--- src/rtl/pio_irq_pkg.sv ---
// Shared definitions for the interrupt-capable parallel I/O block:
// register map, response codes, FSM encodings and byte-strobe expansion.
package pio_irq_pkg;

  localparam logic [2:0] REG_ODATA   = 3'd0;
  localparam logic [2:0] REG_OENABLE = 3'd1;
  localparam logic [2:0] REG_IDATA   = 3'd2;
  localparam logic [2:0] REG_IEN     = 3'd3;
  localparam logic [2:0] REG_IMODE   = 3'd4;
  localparam logic [2:0] REG_IPEND   = 3'd5;
  localparam logic [2:0] REG_OSET    = 3'd6;
  localparam logic [2:0] REG_OCLR    = 3'd7;

  localparam logic [1:0] RESP_OKAY   = 2'b00;
  localparam logic [1:0] RESP_SLVERR = 2'b10;

  typedef enum logic [3:0] {
    W_I = 4'b0001,
    W_A = 4'b0010,
    W_W = 4'b0100,
    W_B = 4'b1000
  } wr_state_e;

  typedef enum logic [1:0] {
    R_I = 2'b01,
    R_D = 2'b10
  } rd_state_e;

  // Expands up to eight byte enables into a 64-bit bit mask; callers slice what they need.
  function automatic logic [63:0] strobe_mask(input logic [7:0] strb);
    logic [63:0] m;
    m = '0;
    for (int k = 0; k < 8; k++) begin
      m[k*8 +: 8] = {8{strb[k]}};
    end
    return m;
  endfunction

endpackage

--- src/rtl/pio_irq_if.sv ---
// AXI4-Lite control channel bundle for pio_irq; the master side drives requests,
// the slave side is the register block.
interface pio_irq_if #(
  parameter int addrWidth        = 32,
  parameter int dataWidth        = 32,
  parameter int writeStrobeWidth = 4
);
  logic                        awvalid;
  logic                        awready;
  logic [addrWidth-1:0]        awaddr;
  logic [2:0]                  awprot;
  logic                        wvalid;
  logic                        wready;
  logic [dataWidth-1:0]        wdata;
  logic [writeStrobeWidth-1:0] wstrb;
  logic                        bvalid;
  logic                        bready;
  logic [1:0]                  bresp;
  logic                        arvalid;
  logic                        arready;
  logic [addrWidth-1:0]        araddr;
  logic [2:0]                  arprot;
  logic                        rvalid;
  logic                        rready;
  logic [dataWidth-1:0]        rdata;
  logic [1:0]                  rresp;

  modport master (
    output awvalid, awaddr, awprot, wvalid, wdata, wstrb, bready,
    output arvalid, araddr, arprot, rready,
    input  awready, wready, bvalid, bresp, arready, rvalid, rdata, rresp
  );

  modport slave (
    input  awvalid, awaddr, awprot, wvalid, wdata, wstrb, bready,
    input  arvalid, araddr, arprot, rready,
    output awready, wready, bvalid, bresp, arready, rvalid, rdata, rresp
  );
endinterface

--- src/rtl/pio_irq_sync.sv ---
// Multi-flop synchroniser for asynchronous pad inputs, plus a one-cycle
// history of the synchronised value used for rising-edge detection.
module pio_irq_sync #(
  parameter int pioWidth   = 16,
  parameter int syncStages = 2
) (
  input  logic                clk,
  input  logic                reset,
  input  logic [pioWidth-1:0] idata,
  output logic [pioWidth-1:0] isync,
  output logic [pioWidth-1:0] iprev
);

  logic [pioWidth-1:0] chain_q [syncStages];
  logic [pioWidth-1:0] chain_d [syncStages];
  logic [pioWidth-1:0] iprev_q;
  logic [pioWidth-1:0] iprev_d;

  always_comb begin
    chain_d[0] = idata;
    for (int s = 1; s < syncStages; s++) begin
      chain_d[s] = chain_q[s-1];
    end
    iprev_d = chain_q[syncStages-1];
  end

  always_ff @(posedge clk) begin
    if (reset) begin
      for (int s = 0; s < syncStages; s++) begin
        chain_q[s] <= '0;
      end
      iprev_q <= '0;
    end else begin
      for (int s = 0; s < syncStages; s++) begin
        chain_q[s] <= chain_d[s];
      end
      iprev_q <= iprev_d;
    end
  end

  assign isync = chain_q[syncStages-1];
  assign iprev = iprev_q;

endmodule

--- src/rtl/pio_irq.sv ---
// Parallel I/O register block with set/clear aliases, synchronised inputs and
// per-bit maskable level/rising-edge interrupts, behind an AXI4-Lite target.
module pio_irq
  import pio_irq_pkg::*;
#(
  parameter int addrWidth        = 32,
  parameter int dataWidth        = 32,
  parameter int pioWidth         = 16,
  parameter int writeStrobeWidth = 4,
  parameter int syncStages       = 2
) (
  input  logic                clk,
  input  logic                reset,
  pio_irq_if.slave            t_ctrl,
  output logic                irq,
  output logic [pioWidth-1:0] odata,
  output logic [pioWidth-1:0] oenable,
  input  logic [pioWidth-1:0] idata
);

  wr_state_e                   wr_state_q, wr_state_d;
  rd_state_e                   rd_state_q, rd_state_d;
  logic [2:0]                  awidx_q, awidx_d;
  logic [dataWidth-1:0]        wdata_q, wdata_d;
  logic [writeStrobeWidth-1:0] wstrb_q, wstrb_d;
  logic [1:0]                  bresp_q, bresp_d;
  logic [dataWidth-1:0]        rdata_q, rdata_d;

  logic [pioWidth-1:0] odata_q, odata_d;
  logic [pioWidth-1:0] oen_q, oen_d;
  logic [pioWidth-1:0] ien_q, ien_d;
  logic [pioWidth-1:0] imode_q, imode_d;
  logic [pioWidth-1:0] ipend_q, ipend_d;

  logic                        commit;
  logic [2:0]                  c_idx;
  logic [dataWidth-1:0]        c_data;
  logic [writeStrobeWidth-1:0] c_strb;
  logic                        awready, wready, bvalid, arready, rvalid;

  logic [7:0]          strb_ext;
  logic [63:0]         byte_mask;
  logic [pioWidth-1:0] bit_mask, wbits, w1c, irq_cond, rd_val;
  logic [pioWidth-1:0] isync, iprev;

  logic [addrWidth-1:0] unused_awaddr, unused_araddr;
  logic                 unused_bits;

  pio_irq_sync #(
    .pioWidth  (pioWidth),
    .syncStages(syncStages)
  ) u_sync (
    .clk  (clk),
    .reset(reset),
    .idata(idata),
    .isync(isync),
    .iprev(iprev)
  );

  // The commit source mixes latched and live channel values depending on which half arrived first.
  always_comb begin
    wr_state_d = wr_state_q;
    awidx_d    = awidx_q;
    wdata_d    = wdata_q;
    wstrb_d    = wstrb_q;
    bresp_d    = bresp_q;
    commit     = 1'b0;
    c_idx      = awidx_q;
    c_data     = wdata_q;
    c_strb     = wstrb_q;
    awready    = 1'b0;
    wready     = 1'b0;
    bvalid     = 1'b0;
    case (wr_state_q)
      W_I: begin
        awready = 1'b1;
        wready  = 1'b1;
        if (t_ctrl.awvalid && t_ctrl.wvalid) begin
          commit     = 1'b1;
          c_idx      = t_ctrl.awaddr[4:2];
          c_data     = t_ctrl.wdata;
          c_strb     = t_ctrl.wstrb;
          wr_state_d = W_B;
        end else if (t_ctrl.awvalid) begin
          awidx_d    = t_ctrl.awaddr[4:2];
          wr_state_d = W_A;
        end else if (t_ctrl.wvalid) begin
          wdata_d    = t_ctrl.wdata;
          wstrb_d    = t_ctrl.wstrb;
          wr_state_d = W_W;
        end
      end
      W_A: begin
        wready = 1'b1;
        if (t_ctrl.wvalid) begin
          commit     = 1'b1;
          c_data     = t_ctrl.wdata;
          c_strb     = t_ctrl.wstrb;
          wr_state_d = W_B;
        end
      end
      W_W: begin
        awready = 1'b1;
        if (t_ctrl.awvalid) begin
          commit     = 1'b1;
          c_idx      = t_ctrl.awaddr[4:2];
          wr_state_d = W_B;
        end
      end
      W_B: begin
        bvalid = 1'b1;
        if (t_ctrl.bready) begin
          wr_state_d = W_I;
        end
      end
      default: wr_state_d = W_I;
    endcase
    if (commit) begin
      bresp_d = (c_idx == REG_IDATA) ? RESP_SLVERR : RESP_OKAY;
    end
  end

  always_comb begin
    strb_ext = '0;
    strb_ext[writeStrobeWidth-1:0] = c_strb;
  end

  assign byte_mask = strobe_mask(strb_ext);
  assign bit_mask  = byte_mask[pioWidth-1:0];
  assign wbits     = c_data[pioWidth-1:0] & bit_mask;

  // A pending bit set by its condition this cycle survives a simultaneous W1C.
  always_comb begin
    odata_d = odata_q;
    oen_d   = oen_q;
    ien_d   = ien_q;
    imode_d = imode_q;
    w1c     = '0;
    if (commit) begin
      case (c_idx)
        REG_ODATA:   odata_d = (odata_q & ~bit_mask) | wbits;
        REG_OENABLE: oen_d   = (oen_q   & ~bit_mask) | wbits;
        REG_IEN:     ien_d   = (ien_q   & ~bit_mask) | wbits;
        REG_IMODE:   imode_d = (imode_q & ~bit_mask) | wbits;
        REG_IPEND:   w1c     = wbits;
        REG_OSET:    odata_d = odata_q | wbits;
        REG_OCLR:    odata_d = odata_q & ~wbits;
        default:     ;
      endcase
    end
    irq_cond = (imode_q & isync & ~iprev) | (~imode_q & isync);
    ipend_d  = (ipend_q & ~w1c) | irq_cond;
  end

  always_comb begin
    rd_state_d = rd_state_q;
    rdata_d    = rdata_q;
    arready    = 1'b0;
    rvalid     = 1'b0;
    case (t_ctrl.araddr[4:2])
      REG_ODATA:   rd_val = odata_q;
      REG_OENABLE: rd_val = oen_q;
      REG_IDATA:   rd_val = isync;
      REG_IEN:     rd_val = ien_q;
      REG_IMODE:   rd_val = imode_q;
      REG_IPEND:   rd_val = ipend_q;
      default:     rd_val = '0;
    endcase
    case (rd_state_q)
      R_I: begin
        arready = 1'b1;
        if (t_ctrl.arvalid) begin
          rdata_d = '0;
          rdata_d[pioWidth-1:0] = rd_val;
          rd_state_d = R_D;
        end
      end
      R_D: begin
        rvalid = 1'b1;
        if (t_ctrl.rready) begin
          rd_state_d = R_I;
        end
      end
      default: rd_state_d = R_I;
    endcase
  end

  always_ff @(posedge clk) begin
    if (reset) begin
      wr_state_q <= W_I;
      rd_state_q <= R_I;
      awidx_q    <= '0;
      wdata_q    <= '0;
      wstrb_q    <= '0;
      bresp_q    <= RESP_OKAY;
      rdata_q    <= '0;
      odata_q    <= '0;
      oen_q      <= '0;
      ien_q      <= '0;
      imode_q    <= '0;
      ipend_q    <= '0;
    end else begin
      wr_state_q <= wr_state_d;
      rd_state_q <= rd_state_d;
      awidx_q    <= awidx_d;
      wdata_q    <= wdata_d;
      wstrb_q    <= wstrb_d;
      bresp_q    <= bresp_d;
      rdata_q    <= rdata_d;
      odata_q    <= odata_d;
      oen_q      <= oen_d;
      ien_q      <= ien_d;
      imode_q    <= imode_d;
      ipend_q    <= ipend_d;
    end
  end

  assign t_ctrl.awready = awready;
  assign t_ctrl.wready  = wready;
  assign t_ctrl.bvalid  = bvalid;
  assign t_ctrl.bresp   = bresp_q;
  assign t_ctrl.arready = arready;
  assign t_ctrl.rvalid  = rvalid;
  assign t_ctrl.rdata   = rdata_q;
  assign t_ctrl.rresp   = RESP_OKAY;

  assign irq     = |(ipend_q & ien_q);
  assign odata   = odata_q;
  assign oenable = oen_q;

  assign unused_awaddr = t_ctrl.awaddr;
  assign unused_araddr = t_ctrl.araddr;
  assign unused_bits   = ^{t_ctrl.awprot, t_ctrl.arprot, unused_awaddr, unused_araddr,
                           c_data, byte_mask};

endmodule
--- src/flat_wrapper.sv ---
// flat-port wrapper written by rule: the top's interface ports become plain ports
module pio_irq_flat import pio_irq_pkg::*;
#(
  parameter int addrWidth        = 32,
  parameter int dataWidth        = 32,
  parameter int pioWidth         = 16,
  parameter int writeStrobeWidth = 4,
  parameter int syncStages       = 2
)
  (clk, reset, irq, odata, oenable, idata, t_ctrl_awvalid, t_ctrl_awaddr, t_ctrl_awprot, t_ctrl_wvalid, t_ctrl_wdata, t_ctrl_wstrb, t_ctrl_bready, t_ctrl_arvalid, t_ctrl_araddr, t_ctrl_arprot, t_ctrl_rready, t_ctrl_awready, t_ctrl_wready, t_ctrl_bvalid, t_ctrl_bresp, t_ctrl_arready, t_ctrl_rvalid, t_ctrl_rdata, t_ctrl_rresp);
  pio_irq_if #(.addrWidth(addrWidth), .dataWidth(dataWidth), .writeStrobeWidth(writeStrobeWidth)) t_ctrl_i ();
  input  logic clk;
  input  logic reset;
  output logic irq;
  output logic [pioWidth-1:0] odata;
  output logic [pioWidth-1:0] oenable;
  input  logic [pioWidth-1:0] idata;
  input wire logic [$bits(t_ctrl_i.awvalid)-1:0] t_ctrl_awvalid;
  input wire logic [$bits(t_ctrl_i.awaddr)-1:0] t_ctrl_awaddr;
  input wire logic [$bits(t_ctrl_i.awprot)-1:0] t_ctrl_awprot;
  input wire logic [$bits(t_ctrl_i.wvalid)-1:0] t_ctrl_wvalid;
  input wire logic [$bits(t_ctrl_i.wdata)-1:0] t_ctrl_wdata;
  input wire logic [$bits(t_ctrl_i.wstrb)-1:0] t_ctrl_wstrb;
  input wire logic [$bits(t_ctrl_i.bready)-1:0] t_ctrl_bready;
  input wire logic [$bits(t_ctrl_i.arvalid)-1:0] t_ctrl_arvalid;
  input wire logic [$bits(t_ctrl_i.araddr)-1:0] t_ctrl_araddr;
  input wire logic [$bits(t_ctrl_i.arprot)-1:0] t_ctrl_arprot;
  input wire logic [$bits(t_ctrl_i.rready)-1:0] t_ctrl_rready;
  output wire logic [$bits(t_ctrl_i.awready)-1:0] t_ctrl_awready;
  output wire logic [$bits(t_ctrl_i.wready)-1:0] t_ctrl_wready;
  output wire logic [$bits(t_ctrl_i.bvalid)-1:0] t_ctrl_bvalid;
  output wire logic [$bits(t_ctrl_i.bresp)-1:0] t_ctrl_bresp;
  output wire logic [$bits(t_ctrl_i.arready)-1:0] t_ctrl_arready;
  output wire logic [$bits(t_ctrl_i.rvalid)-1:0] t_ctrl_rvalid;
  output wire logic [$bits(t_ctrl_i.rdata)-1:0] t_ctrl_rdata;
  output wire logic [$bits(t_ctrl_i.rresp)-1:0] t_ctrl_rresp;
  assign t_ctrl_i.awvalid = t_ctrl_awvalid;
  assign t_ctrl_i.awaddr = t_ctrl_awaddr;
  assign t_ctrl_i.awprot = t_ctrl_awprot;
  assign t_ctrl_i.wvalid = t_ctrl_wvalid;
  assign t_ctrl_i.wdata = t_ctrl_wdata;
  assign t_ctrl_i.wstrb = t_ctrl_wstrb;
  assign t_ctrl_i.bready = t_ctrl_bready;
  assign t_ctrl_i.arvalid = t_ctrl_arvalid;
  assign t_ctrl_i.araddr = t_ctrl_araddr;
  assign t_ctrl_i.arprot = t_ctrl_arprot;
  assign t_ctrl_i.rready = t_ctrl_rready;
  assign t_ctrl_awready = t_ctrl_i.awready;
  assign t_ctrl_wready = t_ctrl_i.wready;
  assign t_ctrl_bvalid = t_ctrl_i.bvalid;
  assign t_ctrl_bresp = t_ctrl_i.bresp;
  assign t_ctrl_arready = t_ctrl_i.arready;
  assign t_ctrl_rvalid = t_ctrl_i.rvalid;
  assign t_ctrl_rdata = t_ctrl_i.rdata;
  assign t_ctrl_rresp = t_ctrl_i.rresp;
  pio_irq #(.addrWidth(addrWidth), .dataWidth(dataWidth), .pioWidth(pioWidth), .writeStrobeWidth(writeStrobeWidth), .syncStages(syncStages)) u_core (.clk(clk), .reset(reset), .t_ctrl(t_ctrl_i), .irq(irq), .odata(odata), .oenable(oenable), .idata(idata));
endmodule
--- config.mk ---
export PLATFORM = sky130hd
export DESIGN_NAME = pio_irq_flat
export DESIGN_NICKNAME = d
export VERILOG_FILES = /design/src/rtl/pio_irq_pkg.sv /design/src/rtl/pio_irq_if.sv /design/src/rtl/pio_irq_sync.sv /design/src/rtl/pio_irq.sv /design/src/flat_wrapper.sv
export SDC_FILE = /design/constraint.sdc
export NUM_CORES = 1
export LEC_CHECK = 0
export CAP_MARGIN = 20
export CORE_ASPECT_RATIO = 2
export CORE_MARGIN = 2
export CORE_UTILIZATION = 30
export CTS_CLUSTER_DIAMETER = 50
export DETAILED_ROUTE_END_ITERATION = 12
export GPL_ROUTABILITY_DRIVEN = 0
export SETUP_SLACK_MARGIN = 0.2
export SLEW_MARGIN = 20
export SYNTH_ARGS = -nofsm -noshare
export SYNTH_HDL_FRONTEND = slang
export SYNTH_HIERARCHICAL = 1
export SYNTH_SLANG_ARGS = --single-unit
--- constraint.sdc ---
create_clock -name clk -period 5.7 [get_ports clk]
set_clock_uncertainty 0.1 [all_clocks]
set_input_delay 0.57 -clock clk [delete_from_list [all_inputs] [get_ports clk]]
set_output_delay 0.57 -clock clk [all_outputs]
set_load 0.005 [all_outputs]
Yosys cells after proc, flatten, opt, wreduce, memory -nomap -nowiden

Memory sizes are Yosys's and may differ from the RTL's.
Index checks and enable logic that the tools add are counted.

Equality and inequality tests: 24
Multiply operators: 0
Order comparisons: 0
Muxes and demuxes: 38
Div/mod/pow operators: 0
Shift operators: 0
Bitwise gates (word level): 27
Reductions and logical operators: 16
Add/sub/neg operators: 0

Operator list:

| cell                                                 | number |
|---|---|
| AND 16 bit                                           | 11 |
| OR 16 bit                                            | 7 |
| one-hot mux 16 bit (6 select lines)                  | 1 |
| 2-to-1 mux 16 bit                                    | 5 |
| NOT 16 bit                                           | 5 |
| one-hot mux 16 bit (3 select lines)                  | 1 |
| 2-to-1 mux 32 bit                                    | 1 |
| one-hot mux 16 bit (2 select lines)                  | 1 |
| 2-to-1 mux 4 bit                                     | 7 |
| equality test 3 bit (second input constant)          | 6 |
| one-hot mux 4 bit (4 select lines)                   | 1 |
| OR reduction 16 bit                                  | 1 |
| AND reduction 2 bit                                  | 7 |
| equality test 3 x 2 -> 1 bit (second input constant) | 4 |
| 2-to-1 mux 1 bit                                     | 11 |
| inequality test 2 bit (second input constant)        | 5 |
| 2-to-1 mux 2 bit                                     | 4 |
| one-hot mux 2 bit (2 select lines)                   | 2 |
| equality test 3 x 1 -> 1 bit (second input constant) | 2 |
| logical NOT 3 bit                                    | 2 |
| 2-to-1 mux 3 bit                                     | 2 |
| one-hot mux 3 bit (2 select lines)                   | 1 |
| equality test 4 x 1 -> 1 bit (second input constant) | 1 |
| equality test 4 x 2 -> 1 bit (second input constant) | 1 |
| 13 further kinds                                     | 16 |

Bits in writable memories: 32
Word-level logic and storage cells: 119
Flip-flop bits (word level): 159
Bits of input ports: 129
Latch bits: 0
Output and inout bits: 74
Memories kept: 1
Bits in read-only memories: 0

Memories:

| memory                | words | bits a word | read ports | clocked after Yosys merged registers in | wr ports | RTL line           | text |
|---|---|---|---|---|---|---|---|
| u_core.u_sync.chain_q | 2     | 16          | 2          | 0                                       | 2        | pio_irq_sync.sv:14 | `logic [pioWidth-1:0] chain_q [syncStages];` |

Logic depth before layout (Yosys ltp)

Depth in word-level cells: 9
Depth in mapped cells: 8

Modules after synthesis

Netlist, hierarchy kept.

By module, submodules not included:

| module       | area each (µm²) | instances | cells an instance | seq. area each (µm²) |
|---|---|---|---|---|
| pio_irq      | 6685.2          | 1         | 738               | 2482.4 |
| pio_irq_sync | 1305.0          | 1         | 101               | 960.9 |

Worst setup path before layout

Ideal clock, no wire load.

Path kind: input port to flip-flop
From: input port t_ctrl_wvalid
To: register u_core.odata_q[4], in the netlist u_core/odata[4]
Setup slack: 3347 ps
Setup time: 122 ps
Cell stages on the path: 7
Path buffers: 2
Arrival: 2131 ps
Path through: and3b_1 > o211ai_4 > mux2_1 > and3_1 > buf_2 > buf_6 > a221o_1

Longest elaborated chain between the ends: 7
Elaborated cells on any way between the ends: 25
Classes of those cells: eq/ne (2); mux (12); bitwise (7); reduce/logical (4)

RTL lines:

| what                                                                                             | RTL line                       | text |
|---|---|---|
| start: declaration                                                                               | flat_wrapper.sv:21             | `input wire logic [$bits(t_ctrl_i.wvalid)-1:0] t_ctrl_wvalid;` |
| logical AND 1 bit                                                                                | pio_irq.sv:78                  | `if (t_ctrl.awvalid && t_ctrl.wvalid) begin` |
| 2-to-1 mux 16 bit / 2-to-1 mux 2 bit (equally long branches)                                     | pio_irq.sv:78                  |  |
| one-hot mux 16 bit (2 select lines) / one-hot mux 2 bit (2 select lines) (equally long branches) | pio_irq.sv:74                  | `case (wr_state_q)` |
| AND 16 bit / NOT 16 bit (equally long branches)                                                  | pio_irq.sv:130, pio_irq.sv:141 |  |
| NOT 16 bit / AND 16 bit (equally long branches)                                                  | pio_irq.sv:147, pio_irq.sv:141 |  |
| AND 16 bit / OR 16 bit (equally long branches)                                                   | pio_irq.sv:147, pio_irq.sv:141 |  |
| one-hot mux 16 bit (3 select lines)                                                              | pio_irq.sv:140                 | `case (c_idx)` |
| end signal: assignment                                                                           | pio_irq.sv:210                 | `odata_q <= odata_d;` |
| end: declaration                                                                                 | pio_irq.sv:29                  | `logic [pioWidth-1:0] odata_q, odata_d;` |

Parallel ways exist; a longest one is shown, timed or not.
A chain may end at the register's enable or synchronous reset.

Final worst setup path

From: input port t_ctrl_awvalid
To: register u_core.odata_q[12], in the netlist u_core/odata[12]

Longest elaborated chain between the ends: 7
Elaborated cells on any way between the ends: 24
Classes of those cells: eq/ne (2); mux (11); bitwise (7); reduce/logical (4)

RTL lines:

| what                                                                                             | RTL line                       | text |
|---|---|---|
| start: declaration                                                                               | flat_wrapper.sv:18             | `input wire logic [$bits(t_ctrl_i.awvalid)-1:0] t_ctrl_awvalid;` |
| logical AND 1 bit                                                                                | pio_irq.sv:78                  |  |
| 2-to-1 mux 16 bit / 2-to-1 mux 2 bit (equally long branches)                                     | pio_irq.sv:78                  |  |
| one-hot mux 16 bit (2 select lines) / one-hot mux 2 bit (2 select lines) (equally long branches) | pio_irq.sv:74                  |  |
| AND 16 bit / NOT 16 bit (equally long branches)                                                  | pio_irq.sv:130, pio_irq.sv:141 |  |
| NOT 16 bit / AND 16 bit (equally long branches)                                                  | pio_irq.sv:147, pio_irq.sv:141 |  |
| AND 16 bit / OR 16 bit (equally long branches)                                                   | pio_irq.sv:147, pio_irq.sv:141 |  |
| one-hot mux 16 bit (3 select lines)                                                              | pio_irq.sv:140                 |  |

Parallel ways exist; a longest one is shown, timed or not.

==> qor.yml <==
status: "complete, no violations"
layout.cells.non_filler: 1260
vias: 6640
grt_first_pass_wirelength_mm: 38.3
nets: 1033
worst_pin_slew_ns: 1.08
ys_ff_latch: 172
relSlewSlack_pct: 27.5
synth_top_area_cell: "dfxtp_1"
postCtsSetupRepairBufs: 0
dieArea_um2: 28000
grt_pass1_vias: 6569
n_antenna_cell: 0
die_x_um: 119
antenna_found_initial: 0
wirelength_mm: 25.1
cts_buffers: 17
io_pins: 203
dr.pass1.iters: 5
fin_util_pct: 37.1
syn_inst: 839
drtIter0Drc: 594
ys_seq_area_share_pct: 43.1
drive_above_1_share_pct: 11.2
wl_per_cell_um: 19.9
power_density_nw_per_um2: 298
dpl.hpwl_mm: 18.1
max_stage_delay_ns: 0.66
num-fill-cells: 2711
crit_type: "in -> reg"
rr_startpoint: "u_core/wr_state_q[1]"
final-setup-viol-count: 0
synth_edf_count: 0
start_util_pct: 30.4
cp_cell_sequence: "clkdlybuf4s50_1 -> and3b_1 -> o21ai_2 -> buf_4 -> a21oi_1 -> o2111a_1 -> a221o_1"
yosysTopAreaCellShare_pct: 43.1
p_leak_nw: 3.80
worstSetupStartpoint: "t_ctrl_awvalid"
insertion_delay_ns: 0.44
areaGrowthSynthToFinish_pct: 21.9
grt_setup_unrepaired: "no"
yosys_most_used_dff: "dfxtp_1"
critPathMaxFanout: 20
syn_area_um2: 7990
worstPathArrival_ns: 3.37
ys_warn_count: 6
whs_ns: 0.335
cts.sinks: 172
period_minus_slack_ns: 3.14
rows: 84
drcViolationCount: 0
async_reset_ff_share_pct: 0
dp_cells: 1229
hold_viol_final: 0
setup_ws_ns: 2.56
cp-end-kind: "flop"
via_per_inst: 5.27
gr-total-overflow: 0
io_buffers: 101
max_cap_violations: 0
track_usage_pct: 17.9
drv_slew: 0
required_ns: 5.92
min_period_over_period_pct: 55.2
cts_hold_buf: 0
cts_tree: "built"
hold_path.startpoint: "u_core/u_sync/chain_q[0][10]"
grt_start_max_net_pins: 68
h-tree-depth: 4
coreArea_um2: 26300
netlist_top_cells_area: "dfxtp_1, mux2i_1, mux2_2"
synth_cell_types: 56
clockRootBuffer: "clkbuf_16"
clock_path_buffers: 2
hp-class: "reg -> reg"
irDropWorstVdd_mv: 0.187
dpl_worst_slack_ns: 2.12
clk_pin_slew_ns: 0.06
die_h_um: 235
avgSynthCellArea_um2: 9.52
cp_slowest_cell: "o21ai_2"
cts_resized: 0
clock.fmax_ghz: 0.318
tns_ns: 0
ant_nets: 0
critPathLaunchType: "input port"
final timing paths:
kind	end	slack (ns)	cells past startpoint
hold / removal	u_core/u_sync/chain_q[0][26]	0.33	1
setup reg to reg	u_core/odata[12]	2.87	6
setup / recovery	u_core/odata[12]	2.56	7
hold reg to reg	u_core/u_sync/chain_q[0][26]	0.33	1
critical path, delay by kind of cell:
family	cells	cell delay, ns
AND/OR/NAND/NOR	1	0.33
AO/OA/AOI/OAI	4	1.50
buffers and inverters	2	0.96
Yosys cell counts (3+ instances only):
cell	instances
a211oi_1	5
a21boi_0	17
a21oi_1	41
a221o_1	16
a221oi_1	6
a222oi_1	5
a22o_1	17
a22oi_1	18
a32o_1	8
a32oi_1	16
and3b_1	3
buf_1	10
buf_2	16
buf_4	20
buf_6	6
clkbuf_1	30
dfxtp_1	172
mux2_2	46
mux2i_1	57
nand2_1	109
nand3_2	6
nand3b_1	7
nor2_1	54
nor2b_1	54
nor3_1	5
nor3b_1	3
o2111a_1	16
o21a_1	4
o21ai_0	28
o221ai_1	9
cell families after synthesis:
logic type | synth area share, %
and+or+nand+nor | 15.5
AOI/OAI and AO/OA | 20.9
DFF | 43.1
muxes | 14.3
buffers and inverters | 5.75
xor gates and xnor gates | 0.329
other | 0.0469
cells in the final DEF, fill, tap and decap left out, drive strengths merged, types with 26 or more instances in the layout:
cell,count
nor2b,55
mux2,47
dfxtp,172
clkbuf,26
nand2,109
nor2,54
mux2i,57
o21ai,29
clkdlybuf4s50,100
a21oi,42
per-stage QoR:
stage | total power [mW] | cell area [um^2]
final | 2.90 | 9740
after global routing | 3.01 | 9740
after CTS | 2.92 | 9740
after detailed placement | 1.70 | 9120
after global placement | 1.69 | 9120
after floorplan | 1.54 | 8060
per-layer routing:
metal / up-vias / routed length, um / GRT usage (%)
met5: - / 0 / 0
met4: 0 / 1480 / 11.0
met3: 53 / 919 / 3.42
met2: 208 / 13100 / 32.6
met1: 3225 / 9580 / 18.7
li1: 3154 / - / -
where the power goes:
group	internal (mW)	leakage, nW	switching, mW
Combinational	0.165	2.09	0.208
Clock	0.747	0.301	0.480
Sequential	1.25	1.40	0.0503
final cells by class:
cell class	instances	area (um^2)	area share, %
timing repair buffer	110	1080	11.1
multi-input combinational	600	4160	42.8
sequential	172	3440	35.4
clock buffer	26	509	5.23
tap	344	430	4.42
inverter	3	11.3	0.116
clock inverter	5	104	1.07
No activity file was read; power rests on OpenSTA's default activity.
